`src/rtl/ifu_ift2icb_mp.sv`:
```
// Fetch-to-ICB bridge: decodes a fetch PC against NPORT regions, issues one or
// two DW-bit ICB reads and returns a 32-bit instruction with an error flag.
module ifu_ift2icb_mp #(
   parameter int NPORT = 2,
   parameter int DW    = 64,
   parameter int AW    = 32
) (
   input  logic                  clk,
   input  logic                  rst_n,
   input  logic                  ifu_req_valid,
   output logic                  ifu_req_ready,
   input  logic [AW-1:0]         ifu_req_pc,
   output logic                  ifu_rsp_valid,
   input  logic                  ifu_rsp_ready,
   output logic                  ifu_rsp_err,
   output logic [31:0]           ifu_rsp_instr,
   input  logic [NPORT*AW-1:0]   region_base,
   input  logic [NPORT*AW-1:0]   region_mask,
   output logic [NPORT-1:0]      icb_cmd_valid,
   input  logic [NPORT-1:0]      icb_cmd_ready,
   output logic [AW-1:0]         icb_cmd_addr,
   input  logic [NPORT-1:0]      icb_rsp_valid,
   output logic [NPORT-1:0]      icb_rsp_ready,
   input  logic [NPORT-1:0]      icb_rsp_err,
   input  logic [NPORT*DW-1:0]   icb_rsp_rdata
);

   localparam int L    = DW / 8;
   localparam int OFFW = $clog2(L);
   localparam int PW   = (NPORT > 1) ? $clog2(NPORT) : 1;

   typedef enum logic [2:0] {IDLE, CMD1, RSP1, CMD2, RSP2, OUT} state_t;

   state_t           state, state_nxt;
   logic [AW-1:0]    pc_r;
   logic [PW-1:0]    port1, port2;
   logic             cross_r;
   logic [15:0]      leftover;
   logic             err_r;
   logic [31:0]      instr_r;

   logic [OFFW-1:0]  off;
   logic [AW-1:0]    a1, a2;
   logic             req_hit, a2_hit;
   logic [PW-1:0]    req_port, a2_port;
   logic [PW-1:0]    cur_port;
   logic [NPORT-1:0] port_oh;
   logic [DW-1:0]    sel_rdata;
   logic             sel_err;
   logic             req_hs, cmd_hs, rsp_hs;

   // Scanning from the top index down leaves the lowest-index hit as the winner.
   function automatic logic [PW:0] decode(input logic [AW-1:0] a,
                                          input logic [NPORT*AW-1:0] base,
                                          input logic [NPORT*AW-1:0] mask);
      logic [PW:0] r;
      r = '0;
      for (int i = NPORT - 1; i >= 0; i--) begin
         if ((a & mask[i*AW +: AW]) == (base[i*AW +: AW] & mask[i*AW +: AW]))
            r = {1'b1, PW'(i)};
      end
      return r;
   endfunction

   assign off = pc_r[OFFW-1:0];
   assign a1  = {pc_r[AW-1:OFFW], {OFFW{1'b0}}};
   assign a2  = a1 + AW'(L);

   assign {req_hit, req_port} = decode(ifu_req_pc, region_base, region_mask);
   assign {a2_hit, a2_port}   = decode(a2, region_base, region_mask);

   assign cur_port  = (state == CMD2 || state == RSP2) ? port2 : port1;
   assign port_oh   = NPORT'(1) << cur_port;
   assign sel_rdata = icb_rsp_rdata[cur_port*DW +: DW];
   assign sel_err   = |(icb_rsp_err & port_oh);

   assign req_hs = ifu_req_valid & ifu_req_ready;
   assign cmd_hs = |(icb_cmd_valid & icb_cmd_ready);
   assign rsp_hs = |(icb_rsp_valid & icb_rsp_ready);

   always_comb begin
      ifu_req_ready = (state == IDLE);
      ifu_rsp_valid = (state == OUT);
      ifu_rsp_err   = err_r;
      ifu_rsp_instr = instr_r;
      icb_cmd_valid = (state == CMD1 || state == CMD2) ? port_oh : '0;
      icb_rsp_ready = (state == RSP1 || state == RSP2) ? port_oh : '0;
      icb_cmd_addr  = (state == CMD2) ? a2 : a1;
   end

   always_comb begin
      state_nxt = state;
      case (state)
         IDLE: if (req_hs) state_nxt = (ifu_req_pc[0] || !req_hit) ? OUT : CMD1;
         CMD1: if (cmd_hs) state_nxt = RSP1;
         RSP1: if (rsp_hs) state_nxt = (sel_err || !cross_r || !a2_hit) ? OUT : CMD2;
         CMD2: if (cmd_hs) state_nxt = RSP2;
         RSP2: if (rsp_hs) state_nxt = OUT;
         OUT:  if (ifu_rsp_ready) state_nxt = IDLE;
         default: state_nxt = IDLE;
      endcase
   end

   // Datapath registers load only on the handshake that leaves each state.
   always_ff @(posedge clk) begin
      if (!rst_n) begin
         state    <= IDLE;
         pc_r     <= '0;
         port1    <= '0;
         port2    <= '0;
         cross_r  <= 1'b0;
         leftover <= '0;
         err_r    <= 1'b0;
         instr_r  <= '0;
      end else begin
         state <= state_nxt;
         case (state)
            IDLE: if (req_hs) begin
               pc_r    <= ifu_req_pc;
               port1   <= req_port;
               cross_r <= (ifu_req_pc[OFFW-1:0] == OFFW'(L - 2));
               err_r   <= ifu_req_pc[0] | ~req_hit;
               instr_r <= '0;
            end
            RSP1: if (rsp_hs) begin
               if (sel_err) begin
                  err_r   <= 1'b1;
                  instr_r <= '0;
               end else if (!cross_r) begin
                  err_r   <= 1'b0;
                  instr_r <= sel_rdata[{off, 3'b000} +: 32];
               end else begin
                  leftover <= sel_rdata[DW-1 -: 16];
                  port2    <= a2_port;
                  err_r    <= ~a2_hit;
                  instr_r  <= '0;
               end
            end
            RSP2: if (rsp_hs) begin
               instr_r <= {sel_rdata[15:0], leftover};
               err_r   <= sel_err;
            end
            default: ;
         endcase
      end
   end

endmodule

```
`config.mk`:
```
export PLATFORM = sky130hd
export DESIGN_NAME = ifu_ift2icb_mp
export DESIGN_NICKNAME = d
export VERILOG_FILES = /design/src/rtl/ifu_ift2icb_mp.sv
export SDC_FILE = /design/constraint.sdc
export NUM_CORES = 1
export LEC_CHECK = 0
export BUFFER_PORTS_ARGS = -buffer_cell sky130_fd_sc_hd__buf_2
export CORE_ASPECT_RATIO = 0.5
export CORE_MARGIN = 3
export CORE_UTILIZATION = 50
export CTS_CLUSTER_DIAMETER = 120
export DETAILED_ROUTE_END_ITERATION = 6
export PLACE_DENSITY = 0.82
export SYNTH_ARGS = -nofsm -noshare
export SYNTH_HDL_FRONTEND = slang
export SYNTH_SLANG_ARGS = --single-unit
```
`constraint.sdc`:
```
create_clock -name clk -period 3.65 [get_ports clk]
set_input_delay 0.1825 -clock clk [delete_from_list [all_inputs] [get_ports clk]]
set_output_delay 0.1825 -clock clk [all_outputs]
set_load 0.02 [all_outputs]
```
==> impl_metrics.ini <==
[outcome]
status = completed

[clock_network]
cts_resized = 0
cts_root_buf = clkbuf_16
clk_path_buf_depth = 2
clk_latency_ns = 0.36
cts_tree = done
hold_buffers = 0
numClockSinks = 87
post_cts_buffers = 0
cts.clk_slew.worst_paths_ns = 0.08
cts-htree-levels = 3
cts_buffers = 9

[sta]
hold_viol = 0
layout_setup_ws_ns = 0.1359
period_share_pct = 96.28
fin_crit_ns = 3.514
fmax_ghz = 0.2846
finClkSkew_ns = 0.009189
relSlewSlack_pct = 22.06
tns_ns = 0
finalSetupViolations = 0
rsz0062_at_grt = false
worst_slew_pin_slew_ns = 1.167
finalMaxSlewViolations = 0

[floorplanning]
start_util_pct = 52.03
core_region_area_sq_mm = 0.01770
die_area_sq_mm = 0.02018
pin_count = 369
die_h_microns = 102.0
rows = 34
die_width_microns = 197.9

[routing]
ant_nets = 0
wl_per_cell_microns = 24.00
drt-met1-wl_mm = 16.07
vias = 11150
post-route-drc-count = 0
drtIter0Drc = 1179
met3_length_mm = 4.542
first_pass_iters = 6
dr_wl_met2_mm = 19.73
wirelength_mm = 42.11
routed_via_density = 6.354
top_layer_used = met5

[layout]
syn_to_final_growth_pct = 24.95
drive_above_1_share_pct = 30.99
final_nets = 1815

[synth]
synth_warnings = 0
synth_edf_count = 0
synth_commonest_cells = nand2_1 (164), xor2_1 (106), nor2_1 (88)
yosysMostFrequentCell = nand2_1
syn_inst = 1191
post-synth-top-area-cell = dfxtp_1
synth_cell_types = 85
synth_top_area_share_pct = 18.92
synthesis.area_sq_mm = 0.009208
ys_seq_elements = 87
yosys-top-cells-area = dfxtp_1 (19%), xor2_1 (10%), mux2i_1 (9.3%), nand2_1 (6.7%), xnor2_1 (5.5%)
synth.avg_cell_area_sq_um = 7.731
async_reset_ff_share_pct = 0
yosysSeqAreaShare_pct = 18.92
yosys_most_used_dff = dfxtp_1

[critical_path]
cp_num_buf_inv = 0
crit_fanout = 27
cp_slowest_cell = mux2i_1
critPathKind = flip-flop to flip-flop
arrival_ns = 3.76
cp_common_cell = mux2i_1
crit_path_end_kind = flip-flop
start_kind = flip-flop
cpLargestDelayFamily = multiplexers
crit_chain = and3b_1 > o21ai_2 > and2_4 > mux2i_1 > mux2i_1 > mux4_2 > a221oi_1 > nor2_1
crit_path_max_incr_delay_ns = 0.57
crit_required_ns = 3.89

[pwr]
p_leak_nw = 4.984
ir_drop_v = 0.0003609
power.density_mw_per_mm2 = 470.9

[run]
cap_violations = 0

[grt]
antenna_found_initial = 7
grt_pass1_wl_mm = 60.97
grt_use_total_pct = 39.52
grt-ovfl-total = 0
grt_pass1_vias = 10330
grt_max_degree = 51

[placed_design]
pre_cts_ws_ns = 0.2907
globalplace.congestion = 1.040
portBuffers = 365
dp_hpwl_mm = 33.74

[hold_path]
hp-class = input port to flip-flop
[layout make-up]
cell class,instances,area [sq um]
Timing Repair Buffer,413,2225
Antenna cell,1,2.502
Clock inverter,6,68.82
Inverter,13,48.80
Tap cell,234,292.8
Multi-Input combinational cell,992,6899
Clock buffer,9,225.2
Sequential cell,87,1743
Fill cell,1606,6192
[tightest hold or removal path: cells and delay by family]
| kind | cells | cell delay (ns) |
|---|---|---|
| AOI/OAI and AO/OA | 1 | 0.05 |
| and+or+nand+nor | 1 | 0.06 |
| buffers and inverters | 1 | 0.12 |
[power breakdown]
| part | switching [W] | internal (W) |
|---|---|---|
| Sequential | 0.000309 | 0.00118 |
| Combinational | 0.00180 | 0.00113 |
| Clock | 0.000459 | 0.000534 |
| Total | 0.00257 | 0.00285 |
[path summary, 6_finish.rpt]
kind / startpoint / slack [ns] / depth (start not counted) / to
max: state[2]$_SDFFE_PN0P_ / 0.14 / 8 / ifu_rsp_instr[8]$_SDFFE_PN0P_
min: ifu_req_pc[12] / 0.09 / 3 / pc_r[12]$_SDFFE_PN0P_
max reg2reg: state[2]$_SDFFE_PN0P_ / 0.14 / 8 / ifu_rsp_instr[8]$_SDFFE_PN0P_
min reg2reg: leftover[11]$_SDFFE_PN0P_ / 0.50 / 2 / leftover[11]$_SDFFE_PN0P_
[placed cells by master, fill, tap and decap left out, types with 4 or more instances in the layout]
master     synthesis  routed
a211oi_1          38      38
a21oi_1           71      71
a221oi_1           6       6
a22oi_1           36      36
a2bb2oi_1         12      12
and3_1            14      14
and4_1             6       6
buf_2             20     365
buf_4             14      45
clkbuf_16          0       9
dfxtp_1           87      86
inv_1             12      11
mux2i_1           86      86
mux4_2            17      17
nand2_1          164     164
nand2b_1          10      10
nand3_1           26      26
nand3b_1          10      10
nand4_1           28      28
nor2_1            88      88
nor2b_1            9       9
nor3_1            13      13
nor4_1            10      10
o211ai_1          12      12
o21ai_0           62      62
o21ai_1            5       4
o221ai_1          14      14
o311ai_0           6       6
or3_1              6       6
xnor2_1           58      58
xor2_1           106     106
[kinds of logic after synthesis]
group / count (synthesis) / synth area share [%]
fa+ha+maj: 1 / 0.1359
buf+inv: 114 / 6.427
xor+xnor: 167 / 16.33
simple gates: 418 / 22.75
mux: 104 / 13.67
other cells: 1 / 0.04073
flops: 87 / 18.92
compound gates: 299 / 21.73
[routing by layer]
layer,track usage [%],vias to the layer above
li1,-,4987
met1,50.40,5255
met2,68.14,775
met3,8.004,125
met4,12.71,10
met5,0,-
[per-stage QoR]
step           std cells  utilization [%]  hold WS (ns)  instance area (sq um)  total power (W)
6_report            1755            65.01       0.09265                  11500         0.005417
5_1_grt             1755            65.01        0.1055                  11500         0.005649
4_1_cts             1754            65.00       0.09583                  11500         0.005329
3_5_place_dp        1739            63.33        0.4688                  11210         0.004348
3_3_place_gp        1739            63.33        0.4618                  11210         0.004297
2_1_floorplan       1193                -        0.3185                   9215         0.003274
[flip-flops by register name, indices dropped and copies added, names as in the netlist]
| signal | flops |
|---|---|
| ifu_rsp_instr | 32 |
| pc_r | 32 |
| leftover | 16 |
| state | 3 |
| cross_r | 1 |
| ifu_rsp_err | 1 |
| port1 | 1 |
| port2 | 1 |
Power figures use the tool's default switching activity.
